[config.mk]
export PLATFORM = sky130hd
export DESIGN_NAME = miller_frame_rx
export DESIGN_NICKNAME = d
export VERILOG_FILES = /design/src/rtl/miller_pkg.sv /design/src/rtl/miller_bit_sync.sv /design/src/rtl/miller_frame_rx.sv
export SDC_FILE = /design/constraint.sdc
export NUM_CORES = 1
export LEC_CHECK = 0
export ABC_AREA = 1
export CAP_MARGIN = 20
export CORE_MARGIN = 2
export CORE_UTILIZATION = 50
export DETAILED_ROUTE_END_ITERATION = 6
export GPL_TIMING_DRIVEN = 0
export PLACE_DENSITY = 0.74
export SLEW_MARGIN = 20
export SYNTH_ARGS = -nofsm -noshare
export SYNTH_HDL_FRONTEND = slang
export SYNTH_SLANG_ARGS = --single-unit
export TNS_END_PERCENT = 50
[constraint.sdc]
create_clock -name clk -period 1.8 [get_ports clk]
set_input_delay 0.54 -clock clk [delete_from_list [all_inputs] [get_ports clk]]
set_output_delay 0.54 -clock clk [all_outputs]
set_load 0.005 [all_outputs]
[src/rtl/miller_pkg.sv]
// Shared types and constants for the Miller frame receiver.
// CRC constants are used only when CRC16_CHECK_EN is defined.
package miller_pkg;

  localparam logic [1:0] ST_IDLE = 2'd0;
  localparam logic [1:0] ST_HUNT = 2'd1;
  localparam logic [1:0] ST_DATA = 2'd2;
  localparam logic [1:0] ST_DONE = 2'd3;

  typedef enum logic [1:0] {
    IDLE = ST_IDLE,
    HUNT = ST_HUNT,
    DATA = ST_DATA,
    DONE = ST_DONE
  } state_t;

  localparam logic [5:0] PREAMBLE_DEF = 6'b010111;

  localparam logic [15:0] CRC16_POLY    = 16'h1021;
  localparam logic [15:0] CRC16_PRESET  = 16'hFFFF;
  localparam logic [15:0] CRC16_RESIDUE = 16'h1D0F;

  function automatic logic [15:0] crc16_step(
    input logic [15:0] crc,
    input logic        bit_in
  );
    logic fb;
    fb = crc[15] ^ bit_in;
    return {crc[14:0], 1'b0} ^ (fb ? CRC16_POLY : 16'h0000);
  endfunction

endpackage

[src/rtl/miller_bit_sync.sv]
// Bit clock recovery: edge-resynced period counter with a
// mid-bit sample strobe.
module miller_bit_sync #(
  parameter int BIT_PERIOD = 8
) (
  input  logic clk,
  input  logic rst,
  input  logic en,
  input  logic in_data,
  output logic strobe,
  output logic sample
);

  localparam int CW = $clog2(BIT_PERIOD);
  localparam logic [CW-1:0] LAST = CW'(BIT_PERIOD - 1);
  localparam logic [CW-1:0] MID  = CW'(BIT_PERIOD / 2);

  logic          d1;
  logic [CW-1:0] cnt;
  logic          edge_det;

  assign edge_det = d1 != in_data;
  assign strobe   = en && (cnt == MID) && !edge_det;
  assign sample   = d1;

  always_ff @(posedge clk) begin
    if (rst) begin
      d1  <= 1'b0;
      cnt <= '0;
    end else begin
      d1 <= in_data;
      if (!en || edge_det) begin
        cnt <= '0;
      end else if (cnt == LAST) begin
        cnt <= '0;
      end else begin
        cnt <= cnt + 1'b1;
      end
    end
  end

endmodule

[src/rtl/miller_frame_rx.sv]
// Miller frame receiver: preamble hunt and MSB-first deserialiser.
// Define CRC16_CHECK_EN to collect and check a trailing CRC-16.
module miller_frame_rx
  import miller_pkg::*;
#(
  parameter int BIT_PERIOD = 8,
  parameter int PRE_LEN    = 6,
  parameter logic [PRE_LEN-1:0] PREAMBLE = PRE_LEN'(PREAMBLE_DEF),
  parameter int FRAME_BITS = 16
) (
  input  logic                  clk,
  input  logic                  rst,
  input  logic                  in_enable,
  input  logic                  in_data,
  output logic [FRAME_BITS-1:0] out_data,
  output logic                  out_valid,
  output logic                  out_busy,
  output logic                  out_error
);

`ifdef CRC16_CHECK_EN
  localparam int NBITS = FRAME_BITS + 16;
`else
  localparam int NBITS = FRAME_BITS;
`endif
  localparam int BW = $clog2(FRAME_BITS + 16) + 1;

  state_t                state_q;
  state_t                state_d;
  logic [PRE_LEN-1:0]    pre_q;
  logic [FRAME_BITS-1:0] pay_q;
  logic [BW-1:0]         cnt_q;
  logic                  strobe;
  logic                  sample;

  logic [PRE_LEN-1:0]    pre_sh;
  logic [FRAME_BITS-1:0] pay_sh;
  logic                  last_bit;

  miller_bit_sync #(
    .BIT_PERIOD(BIT_PERIOD)
  ) u_sync (
    .clk    (clk),
    .rst    (rst),
    .en     (state_q != IDLE),
    .in_data(in_data),
    .strobe (strobe),
    .sample (sample)
  );

  assign pre_sh   = {pre_q[PRE_LEN-2:0], sample};
  assign pay_sh   = {pay_q[FRAME_BITS-2:0], sample};
  assign last_bit = strobe && (cnt_q == BW'(NBITS - 1));

  assign out_busy  = (state_q == HUNT) || (state_q == DATA);
  assign out_valid = state_q == DONE;

  always_comb begin
    state_d = state_q;
    unique case (state_q)
      IDLE: if (in_enable) state_d = HUNT;
      HUNT: begin
        if (!in_enable) state_d = IDLE;
        else if (strobe && pre_sh == PREAMBLE) state_d = DATA;
      end
      DATA: begin
        if (!in_enable) state_d = IDLE;
        else if (last_bit) state_d = DONE;
      end
      DONE: state_d = in_enable ? HUNT : IDLE;
    endcase
  end

`ifdef CRC16_CHECK_EN
  logic [15:0] crc_q;
  logic [15:0] crc_nx;

  assign crc_nx = crc16_step(crc_q, sample);
`endif

  // Frame word and status load on the final strobe so they
  // are already stable while out_valid is high.
  always_ff @(posedge clk) begin
    if (rst) begin
      state_q  <= IDLE;
      pre_q    <= '0;
      pay_q    <= '0;
      cnt_q    <= '0;
      out_data <= '0;
`ifdef CRC16_CHECK_EN
      crc_q     <= '0;
      out_error <= 1'b0;
`endif
    end else begin
      state_q <= state_d;
      if (state_d == HUNT && state_q != HUNT) begin
        pre_q <= '0;
      end else if (state_q == HUNT && strobe) begin
        pre_q <= pre_sh;
      end
      if (state_q == HUNT && state_d == DATA) begin
        cnt_q <= '0;
        pay_q <= '0;
`ifdef CRC16_CHECK_EN
        crc_q <= CRC16_PRESET;
`endif
      end else if (state_q == DATA && in_enable && strobe) begin
        cnt_q <= cnt_q + 1'b1;
        if (cnt_q < BW'(FRAME_BITS)) pay_q <= pay_sh;
`ifdef CRC16_CHECK_EN
        crc_q <= crc_nx;
        if (last_bit) begin
          out_data  <= pay_q;
          out_error <= crc_nx != CRC16_RESIDUE;
        end
`else
        if (last_bit) out_data <= pay_sh;
`endif
      end
    end
  end

`ifndef CRC16_CHECK_EN
  assign out_error = 1'b0;
`endif

endmodule
==> results of run 1 <==
[metal layers]
metal	GRT usage	share of wire	vias to the layer above
met5	0	0	-
met4	0.08120	0.015	0
met3	0.03319	0.042	9
met2	0.3365	0.48	39
met1	0.2550	0.46	862
li1	-	-	943
[critical path, stage by stage (launching register included)]
cell and delay [ps]:
dfxtp_2 350, inv_2 60, ha_4 160, inv_2 50
nand3_2 70, nor2_4 180, buf_6 140, nand2_2 40
nand2_1 70, nand2_1 60, nand2_2 90, nand2_4 60
o21bai_4 220, buf_6 160, nor2_1 40
[power groups by stage]
stage                     clock [mW]  sequential, mW  combinational (mW)
after floorplan                    0            1.09              0.0611
after global placement             0            1.09              0.0856
after detailed placement           0            1.09              0.0858
after CTS                      0.863            1.07               0.100
after global routing           0.905            1.07               0.125
final                          0.859            1.07               0.115
[cells in the mapped netlist, types with 2 or more instances]
| cell | count | share of area |
|---|---|---|
| nand2_1 | 33 | 0.056 |
| a211oi_2 | 14 | 0.079 |
| xor2_1 | 4 | 0.016 |
| nand4_1 | 2 | 0.0057 |
| buf_4 | 3 | 0.010 |
| nand2_2 | 4 | 0.011 |
| inv_1 | 53 | 0.090 |
| buf_6 | 2 | 0.010 |
| ha_1 | 8 | 0.045 |
| nand3_1 | 8 | 0.018 |
| o21ai_0 | 19 | 0.043 |
| buf_2 | 2 | 0.0045 |
| mux2_2 | 4 | 0.020 |
| clkbuf_1 | 3 | 0.0051 |
| inv_2 | 2 | 0.0034 |
| dfxtp_1 | 48 | 0.43 |
| nor2_1 | 53 | 0.090 |
[cell families (layout without fill, tap and decap cells)]
family / count (synthesis) / count (layout) / share of synthesized area
multiplexers: 4 / 4 / 0.02036
adder cells (fa/ha/maj): 8 / 8 / 0.04525
AO/OA/AOI/OAI: 37 / 37 / 0.1397
XOR/XNOR: 5 / 5 / 0.01980
other: 1 / 1 / 0.001695
AND/OR/NAND/NOR: 107 / 107 / 0.2138
flip-flops: 48 / 48 / 0.4344
buffers and inverters: 66 / 113 / 0.1250
[what timing repair did]
action / 4_1_cts / 5_1_grt
cloned: 4 / 0
hold buffers: 0 / 0
buffers inserted: 11 / 3
pin swaps: 6 / 6
setup endpoints to repair: 47 / 44
resized for setup: 30 / 18
[final cells by class]
cell class / count / area, um^2 / share of cell area
Multi-Input combinational cell: 162 / 1035 / 0.3626
Sequential cell: 48 / 965.9 / 0.3384
Timing Repair Buffer: 39 / 360.3 / 0.1263
Inverter: 55 / 209.0 / 0.07321
Clock buffer: 7 / 96.34 / 0.03376
Buffer: 11 / 92.59 / 0.03244
Tap cell: 52 / 65.06 / 0.02280
Clock inverter: 1 / 30.03 / 0.01052
[cells in the final DEF, fill, tap and decap left out, drive strengths merged, types with 2 or more instances in the layout]
| master | n |
|---|---|
| dlygate4sd2 | 3 |
| clkdlybuf4s50 | 17 |
| xor2 | 4 |
| nor2 | 54 |
| mux2 | 4 |
| dfxtp | 48 |
| nand4 | 3 |
| o21bai | 2 |
| inv | 55 |
| buf | 26 |
| nand3 | 9 |
| a211oi | 15 |
| ha | 8 |
| o21ai | 19 |
| nand2 | 37 |
| clkbuf | 10 |
[worst paths after layout]
| path | startpoint | to | slack (ps) |
|---|---|---|---|
| setup / recovery | state_q[1] | cnt_q[4] | -60 |
| setup reg to reg | state_q[1] | cnt_q[4] | -60 |
| hold reg to reg | u_sync.cnt[0] | u_sync.cnt[0] | 460 |
| hold / removal | u_sync.cnt[0] | u_sync.cnt[0] | 460 |
[state kept, by name, indices dropped and copies added (netlist names)]
| signal | cells |
|---|---|
| pay_q | 15 |
| pre_q | 5 |
| out_data | 16 |
| state_q | 2 |
| u_sync.cnt | 3 |
| cnt_q | 6 |
| u_sync.sample | 1 |
[metrics by stage]
stage | area [um^2] | std cells | hold slack [ps]
floorplan | 2212 | 276 | 417.3
global placement | 2487 | 349 | 432.4
detailed placement | 2487 | 349 | 444.4
CTS | 2784 | 372 | 458.1
global route | 2854 | 375 | 472.4
finish | 2854 | 375 | 458.1
==> run summary, run 1 <==
outcome: finished with violations
failing checks: setup timing
Synth Net Count: 288
vias post-DR: 1853
I/O pins: 23
initial core utilization: 0.5152
# H-tree levels: 2
period utilisation layout: 1.032
Clock Latency Late Sink: 310 ps
utilization after layout: 0.6646
Mapped Cells: 276
RSZ-0062 raised after global routing: yes
Setup WS post-layout: -58.46 ps
die area: 4972 um^2
final setup fails: 22
clk_skew: 6.944 ps
endpoints failing hold: 0
Die H: 70.52 um
first-pass GRT wire length: 7.914 mm
vias in the first global route: 1753
Iteration-0 DRC Markers: 71
max-capacitance violation count: 0
Leak Pwr: 1.098 nW
initial antenna violation count: 0
Clock Tree Buf Depth: 2
routed wire length: 4.691 mm
die span in x: 70.52 um
startpoint types: flip-flop
Rows: 24
Seq pwr share: 0.523
worst-path fanout max: 5
nets: 334
DRT Pass-1 Iters: 4
register area share after synthesis: 0.4344
YS warnings: 0
Antenna Cells: 0
CTS Buf Count: 5
switching fraction of total power: 0.2141
Period minus WS final: 1858 ps
net switching power: 0.4371 mW
Synth Cell Area: 2212 um^2
root cell of the clock tree: clkbuf_8
CTS tree: yes
EDFF count, synth: 0
Mean Syn Cell Area: 8.015 um^2
Async SR Flop Fraction: 0
Routed Antenna Nets: 0
PD cells: 715.4 nW/um^2
Final Slew Violations: 0
Synth Flop Type: dfxtp_1
Area Growth Syn to Fin: 29.02%
HP Class: flip-flop to flip-flop
IO Port Bufs: 21
Fill cells: 357
Gate power share: 0.056
required time worst endpoint: 2010 ps
Worst Hold Path Cells: 1
GPL Wtd Cong: 0.8008
CP arrival: 2070 ps
unique cell type count in the Yosys netlist: 31
Core Area: 4294 um^2
CTS sink cnt: 48
clock power share: 0.421
grt ovf: 0
Fmax: 538.1 MHz
#FFs+latches synth: 48
largest net degree at the start of global routing: 15
vias per inst: 4.941
GRT Util Overall: 0.1999
Worst IR Drop VDD: 357.7 uV
reg2reg path depth: 14
Setup CP Type: flip-flop to flip-flop
Int Power: 1.605 mW
pre-CTS setup slack: -531.8 ps
share of cells above drive strength 1: 0.2632
Pwr Total: 2.042 mW
Final TNS setup: -1044 ps
dpl hpwl: 2.840 mm
CP Capture Type: flip-flop
clock slew at reported path FFs: 90 ps
wire length per cell: 12.51 um
Residual DRC: 0
No activity file was read; power rests on OpenSTA's default activity.
==> run 2: changes to the inputs <==
- RECOVER_POWER: default -> 25
- TNS_END_PERCENT: 50 -> 100
==> run 2 against run 1 <==
Against the previous run:
- the flow still finishes with violations (setup timing)
- highest routed layer unchanged
- total power is 0.38% higher
- core utilization is 1.9 points higher
- clock skew is 1.0 ps lower
- sequential share of layout area is 0.92 points lower
- fmax is 3.4% lower
- clock power hardly changed
- non-clock buffer count is 3 higher
==> run summary, run 2 (synthesis results as in run 1) <==
RSZ-0062 raised after global routing: yes
outcome: finished with violations
Seq pwr share: 0.521
CTS Buf Count: 5
utilization after layout: 0.6833
Leak Pwr: 1.126 nW
worst-path fanout max: 5
Top reg by flops: out_data
Setup CP Type: flip-flop to flip-flop
Fmax: 520.0 MHz
Most common cell on crit path: buf_6
reg2reg path depth: 13
Residual DRC: 0
final setup fails: 27
CP max stage delay: 360 ps
family with the most delay on the worst path: simple AND/OR/NAND/NOR gates
I/O pins: 23
root cell of the clock tree: clkbuf_8
Final TNS setup: -2410 ps
Core Area: 4294 um^2
max reg flops: 16
Die H: 70.52 um
Int Power: 1.610 mW
switching fraction of total power: 0.2145
Fill cells: 339
Worst path slowest cell: dfxtp_4
Pwr Total: 2.050 mW
leading cell type in the layout, fill and taps excluded: inv_1
HP Class: flip-flop to flip-flop
initial antenna violation count: 0
pre-CTS setup slack: -531.8 ps
period utilisation layout: 1.068
initial core utilization: 0.5152
Reg2Reg Setup Slack: -120 ps
clock slew at reported path FFs: 90 ps
clk_skew: 5.902 ps
Min Hold Slack: 458.5 ps
CTS tree: yes
commonest non-fill, non-tap cells in the layout: inv_1, dfxtp_1, nor2_1
Clock Latency Late Sink: 310 ps
clock power share: 0.418
die area: 4972 um^2
GPL Wtd Cong: 0.8008
endpoints failing hold: 0
wire length per cell: 12.96 um
dpl hpwl: 2.840 mm
DRT Pass-1 Iters: 5
largest net degree at the start of global routing: 15
routed wire length: 4.900 mm
required time worst endpoint: 2000 ps
IO Port Bufs: 21
net switching power: 0.4396 mW
PD cells: 698.5 nW/um^2
Antenna Cells: 0
register area: 965.9 um^2
reg-to-reg startpoint: state_q[0]
Finished Layout Cells: 378
Gate power share: 0.061
Final Slew Violations: 0
CTS sink cnt: 48
CP arrival: 2130 ps
# placed instances: 349
RR Endpoint: cnt_q[5]
max-capacitance violation count: 0
Routed Antenna Nets: 0
share of cells above drive strength 1: 0.2975
min-delay src: u_sync.cnt[0]
failing checks: setup timing
startpoint types: flip-flop
placed cell areas: 2487 um^2
hold path endpoint: u_sync.cnt[0]
crit-path cells: buf_6 -> inv_6 -> ha_4 -> inv_2 -> nand3_2 -> nor2_4 -> buf_6 -> nand2_4 -> buf_4 -> nor2_1 -> nand3_1 -> xor2_1 -> nor2_2
grt ovf: 0
# H-tree levels: 2
GRT Util Overall: 0.2030
Area Growth Syn to Fin: 32.64%
Worst Hold Path Cells: 1
die span in x: 70.52 um
vias in the first global route: 1760
vias post-DR: 1880
Iteration-0 DRC Markers: 84
nets: 337
Final Instance Area: 2934 um^2
Rows: 24
WP buf/inv: 5
Clock Tree Buf Depth: 2
vias per inst: 4.974
Multi-input gate area: 1061 um^2
first-pass GRT wire length: 8.017 mm
CP Capture Type: flip-flop
Period minus WS final: 1923 ps
top flop regs: out_data (16), pay_q (15), cnt_q (6)
Worst IR Drop VDD: 378.3 uV
Setup WS post-layout: -123.2 ps
==> run 2: what timing repair did <==
action / CTS / global route
cloned: 4 / 1
hold buffers: 0 / 0
setup endpoints to repair: 47 / 43
pin swaps: 8 / 5
setup buffers: 12 / 5
gates resized for setup: 37 / 27
==> run 2: cell type report <==
| type | instances | share of cell area |
|---|---|---|
| flip-flops and latches | 48 | 0.3292 |
| clock inverters | 1 | 0.01023 |
| inverters | 55 | 0.07207 |
| clock buffers | 7 | 0.03284 |
| multi-input cells | 162 | 0.3616 |
| repair buffers | 42 | 0.1403 |
| plain buffers | 11 | 0.03156 |
| well taps | 52 | 0.02217 |
==> run 2: worst max-delay path by stage <==
stage	startpoint	end	cells past startpoint
5_1_grt	state_q[0]	pay_q[2]	15
3_3_place_gp	in_data	out_data[14]	9
4_1_cts	state_q[0]	cnt_q[3]	15
6_report	state_q[0]	cnt_q[5]	13
2_1_floorplan	state_q[0]	out_data[10]	9
3_5_place_dp	in_data	out_data[9]	9
==> run 2: layer usage <==
layer / GRT usage / share of wire / up-vias
met5: 0 / 0 / -
met4: 0.08120 / 0.028 / 0
met3: 0.03319 / 0.030 / 13
met2: 0.3375 / 0.49 / 31
met1: 0.2632 / 0.45 / 889
li1: - / - / 947
==> run 2: power groups by stage <==
stage	combinational, mW	sequential, mW	clock [mW]
floorplan	0.0611	1.09	0
global placement	0.0856	1.09	0
detailed placement	0.0858	1.09	0
CTS	0.110	1.07	0.863
global route	0.135	1.07	0.905
finish	0.125	1.07	0.858
==> variant 1: new RTL, flow settings as in run 2 <==
The parameter `FRAME_BITS` goes from 16 to 32.
--- a/src/rtl/miller_frame_rx.sv
+++ b/src/rtl/miller_frame_rx.sv
@@ -6,7 +6,7 @@
   parameter int BIT_PERIOD = 8,
   parameter int PRE_LEN    = 6,
   parameter logic [PRE_LEN-1:0] PREAMBLE = PRE_LEN'(PREAMBLE_DEF),
-  parameter int FRAME_BITS = 16
+  parameter int FRAME_BITS = 32
 ) (
   input  logic                  clk,
   input  logic                  rst,
Interface: changed (resized out_data); port bits go from 23 to 39. No check against the original RTL was run, so the function may have changed too.
==> variant 1 against run 2 <==
- the flow still finishes with violations (negative setup slack)
- area after synthesis up 48%
- setup slack worse by 110 ps
- clock power up 55%
- first-iteration DRC count up 150%
- sequential cell count up 33
- cell area up 60%
- power up 61%
- wire length up 87%
- sequential share of layout area up 2.1 points
==> variant 1: results (changes against run 2) <==
| Metric | Value |
|---|---|
| Mux cell area share after synthesis | 1.37% (-0.66 points) |
| Critical Path AT | 2280 ps (+150 ps) |
| HP Start | pay_q[12]$_SDFFE_PP0P_ |
| Slack of the critical path | -236 ps (-113 ps) |
| Net Switching | 800 uW (+82%) |
| Synth unique cells | 28 (-9.7%) |
| Largest cells by area after synthesis | dfxtp_1 49%, o21ai_0 9.9%, inv_1 9.2% |
| Starting density of the core | 51.7% (+0.15 points) |
| WHS Endpoint | out_data[13]$_SDFFE_PP0P_ |
| Gr usage total | 21.8% (+1.5 points) |
| Max stage delay cell, worst path | dfxtp_2 |
| Initial drt markers | 208 (+150%) |
| Place WS | -734 ps (-202 ps) |
| Post-Synth Adder-Cell Area | 3.05% (-1.5 points) |
| Met2 wire length | 4550 um (+90%) |
| Xor and xnor area share after synthesis | 1.60% (-0.38 points) |
| Area grow syn2layout | 42.8% |
| Post-Place Cell Area | 3750 um2 (+51%) |
| Max Fanout on Critical Path | 7 (+2) |
| Setup violators final | 71 (+160%) |
| Worst R2R Path Depth | 12 (-1) |
| Post-synthesis cell count | 432 (+57%) |
| Hold_ws | 470 ps (+11.6 ps) |
| Hold Path Stages | 2 (+1) |
| Fin nets | 521 (+55%) |
| Cts repair resizes | 46 (+24%) |
| Failing checks | negative setup slack |
| Status | complete, but fails checks |
| Top-area cell type share of the netlist area | 49.4% (+6.0 points) |
| Reg power frac | 54.6% (+2.5 points) |
-- variant 1: cell types whose count changed after synthesis, sizes merged, moves of 2 or more --
cell / delta
nor2: +3
buf: +3
nand3b: +2
inv: +27
o21ai: +46
clkbuf: +6
nand2: +23
a211oi: -15
xnor2: +2
nand3: -2
dfxtp: +33
a21oi: +31
-- variant 1: final cells by class --
type | instances | area share, %
buffer | 20 | 4.38
tap | 77 | 2.06
clock buffer | 9 | 2.64
clock inverter | 6 | 1.28
multi-input combinational | 248 | 32.0
sequential | 81 | 35.0
timing repair buffer | 65 | 15.3
timing repair inverter | 1 | 0.240
inverter | 83 | 7.08
-- variant 1: critical path: cells and delay by family (launching register included) --
family	cells	cell delay, ps
AOI/OAI and AO/OA	2	290
and+or+nand+nor	2	270
buffers and inverters	7	790
adders and majority gates	1	190
DFF	1	370
==> variant 2: new RTL, flow settings as in run 2 <==
Made on the original files. Make the reset (`rst`) asynchronous in 2 clocked blocks.
--- a/src/rtl/miller_bit_sync.sv
+++ b/src/rtl/miller_bit_sync.sv
@@ -23,7 +23,7 @@
   assign strobe   = en && (cnt == MID) && !edge_det;
   assign sample   = d1;
 
-  always_ff @(posedge clk) begin
+  always_ff @(posedge clk or posedge rst) begin
     if (rst) begin
       d1  <= 1'b0;
       cnt <= '0;
--- a/src/rtl/miller_frame_rx.sv
+++ b/src/rtl/miller_frame_rx.sv
@@ -80,7 +80,7 @@
 
   // Frame word and status load on the final strobe so they
   // are already stable while out_valid is high.
-  always_ff @(posedge clk) begin
+  always_ff @(posedge clk or posedge rst) begin
     if (rst) begin
       state_q  <= IDLE;
       pre_q    <= '0;
Formal check against the unedited RTL: differs if rst is asserted again (counterexample within 4 cycles, from zero or initial values and one cycle with rst high); with rst held inactive, the same outputs for 10 cycles.
==> variant 2 against run 2 <==
- the flow still finishes with violations (negative setup slack)
- clock skew increased by 2.9 ps
- sequential cell count unchanged
- largest cell class unchanged
- via count increased by 1.3%
- wire length increased by 8.2%
- die area increased by 7.7%
- area after synthesis increased by 8.2%
- critical path type unchanged
- sequential share of layout area increased by 4.0 points
- setup slack improved by 0.76 ps
- cell area increased by 11%
- critical endpoint is now cnt_q[3]$_DFFE_PP0P_
Power is not compared: it rests on default switching activity, and its combinational part moved more than twofold at a synthesized area within 25%.
==> variant 2: results (changes against run 2) <==
| Metric | Value |
|---|---|
| DP HPWL | 3090 um (+8.8%) |
| Non-clk bufs | 54 (+1.9%) |
| Failing checks | negative setup slack |
| # Post-CTS Setup Buffers | 18 (+6) |
| Largest cells by area after synthesis | dfrtp_1 50%, nand2_1 14%, nand3_1 5.6% |
| Post-Place Cell Area | 2730 um2 (+9.6%) |
| Non-filler instance count after layout | 373 (-1.3%) |
| Fillers | 345 (+1.8%) |
| Vias in the first global route | 1,746 (-0.80%) |
| Final WL | 5300 um (+8.2%) |
| Post-synthesis average cell area | 9.03 um2 (+13%) |
| Final core occ | 69.7% (+1.4 points) |
| Layout cell share with drive strength beyond 1 | 39.8% (+10 points) |
| Placer Congestion | 0.772 (-3.6%) |
| Most frequent cells after synthesis | 88 x nand2_1, 48 x dfrtp_1, 27 x nand3_1 |
| FFs w/ async S/R, synth | 100% (+100 points) |
| Post-synth net total | 278 (-3.5%) |
| Synth unique cells | 28 (-9.7%) |
| Seq/Total Area, Yosys | 50.2% (+6.7 points) |
| Clk tree area frac | 3.00% (-1.3 points) |
| Status | complete, but fails checks |
| Initial drt markers | 113 (+35%) |
| Setup TNS | -3840 ps (-1430 ps) |
| Multi-input logic area | 1220 um2 (+15%) |
| Sequential cell area share | 37.0% (+4.0 points) |
| M2 GR Usage | 31.5% (-2.2 points) |
| Drt pass-1 iters | 4 (-1) |
| DR WL met3 | 142 um (-2.1%) |
| Largest net degree at the start of global routing | 31 (+16) |
| Post-Route Skew | 8.83 ps (+2.93 ps) |
| Buffering overhead | 17.1% (-0.095 points) |
| Setup violators final | 42 (+56%) |
| Slack of the critical path | -122 ps (+0.760 ps) |
| Cts repair resizes | 23 (-38%) |
| Multi-input gates | 184 (+14%) |
| Place WS | -711 ps (-179 ps) |
| CLK BUF | 6 (-1) |
| Inverters | 25 (-55%) |
| Fin nets | 331 (-1.8%) |
variant 2: cell types whose count changed in the layout (fill, tap and decap cells not counted), moves of 6 or more:
cell             run 2  this run
a211oi_2            15         0
a21oi_2              0        15
buf_6               13         7
dfrtp_1              0        48
dfxtp_1             46         0
inv_1               51        17
nand2_1             31        71
nand2_2              5        22
nand3_1              5        13
nand3_2              4        15
nor2_1              41         6
o21ai_0             18         1
variant 2: kinds of logic after synthesis:
group / after synthesis / synth area share [%]
buf+inv: 34 / 6.85
xor+xnor: 5 / 1.83
fa+ha+maj: 9 / 4.70
simple gates: 148 / 28.9
other cells: 1 / 0.157
compound gates: 20 / 7.37
flops: 48 / 50.2
variant 2: path summary, 6_finish.rpt:
kind | endpoint | slack [ps] | startpoint | depth (start not counted)
max in group asynchronous | cnt_q[4]$_DFFE_PP0P_ | 500 | rst | 3
min reg2reg | u_sync.cnt[0]$_DFF_PP0_ | 470 | u_sync.cnt[0]$_DFF_PP0_ | 1
max | cnt_q[3]$_DFFE_PP0P_ | -120 | state_q[1]$_DFF_PP0_ | 15
max reg2reg | cnt_q[3]$_DFFE_PP0P_ | -120 | state_q[1]$_DFF_PP0_ | 15
min | u_sync.cnt[0]$_DFF_PP0_ | 470 | u_sync.cnt[0]$_DFF_PP0_ | 1
min in group asynchronous | out_data[5]$_DFFE_PP0P_ | 770 | rst | 2
variant 2: power by group through the flow:
| stage | registers (uW) | logic (uW) | clock network, uW |
|---|---|---|---|
| 2_1_floorplan | 1170 | 585 | 0 |
| 3_3_place_gp | 1180 | 728 | 0 |
| 3_5_place_dp | 1180 | 747 | 0 |
| 4_1_cts | 1150 | 1070 | 709 |
| 5_1_grt | 1160 | 1380 | 740 |
| 6_report | 1160 | 1280 | 689 |
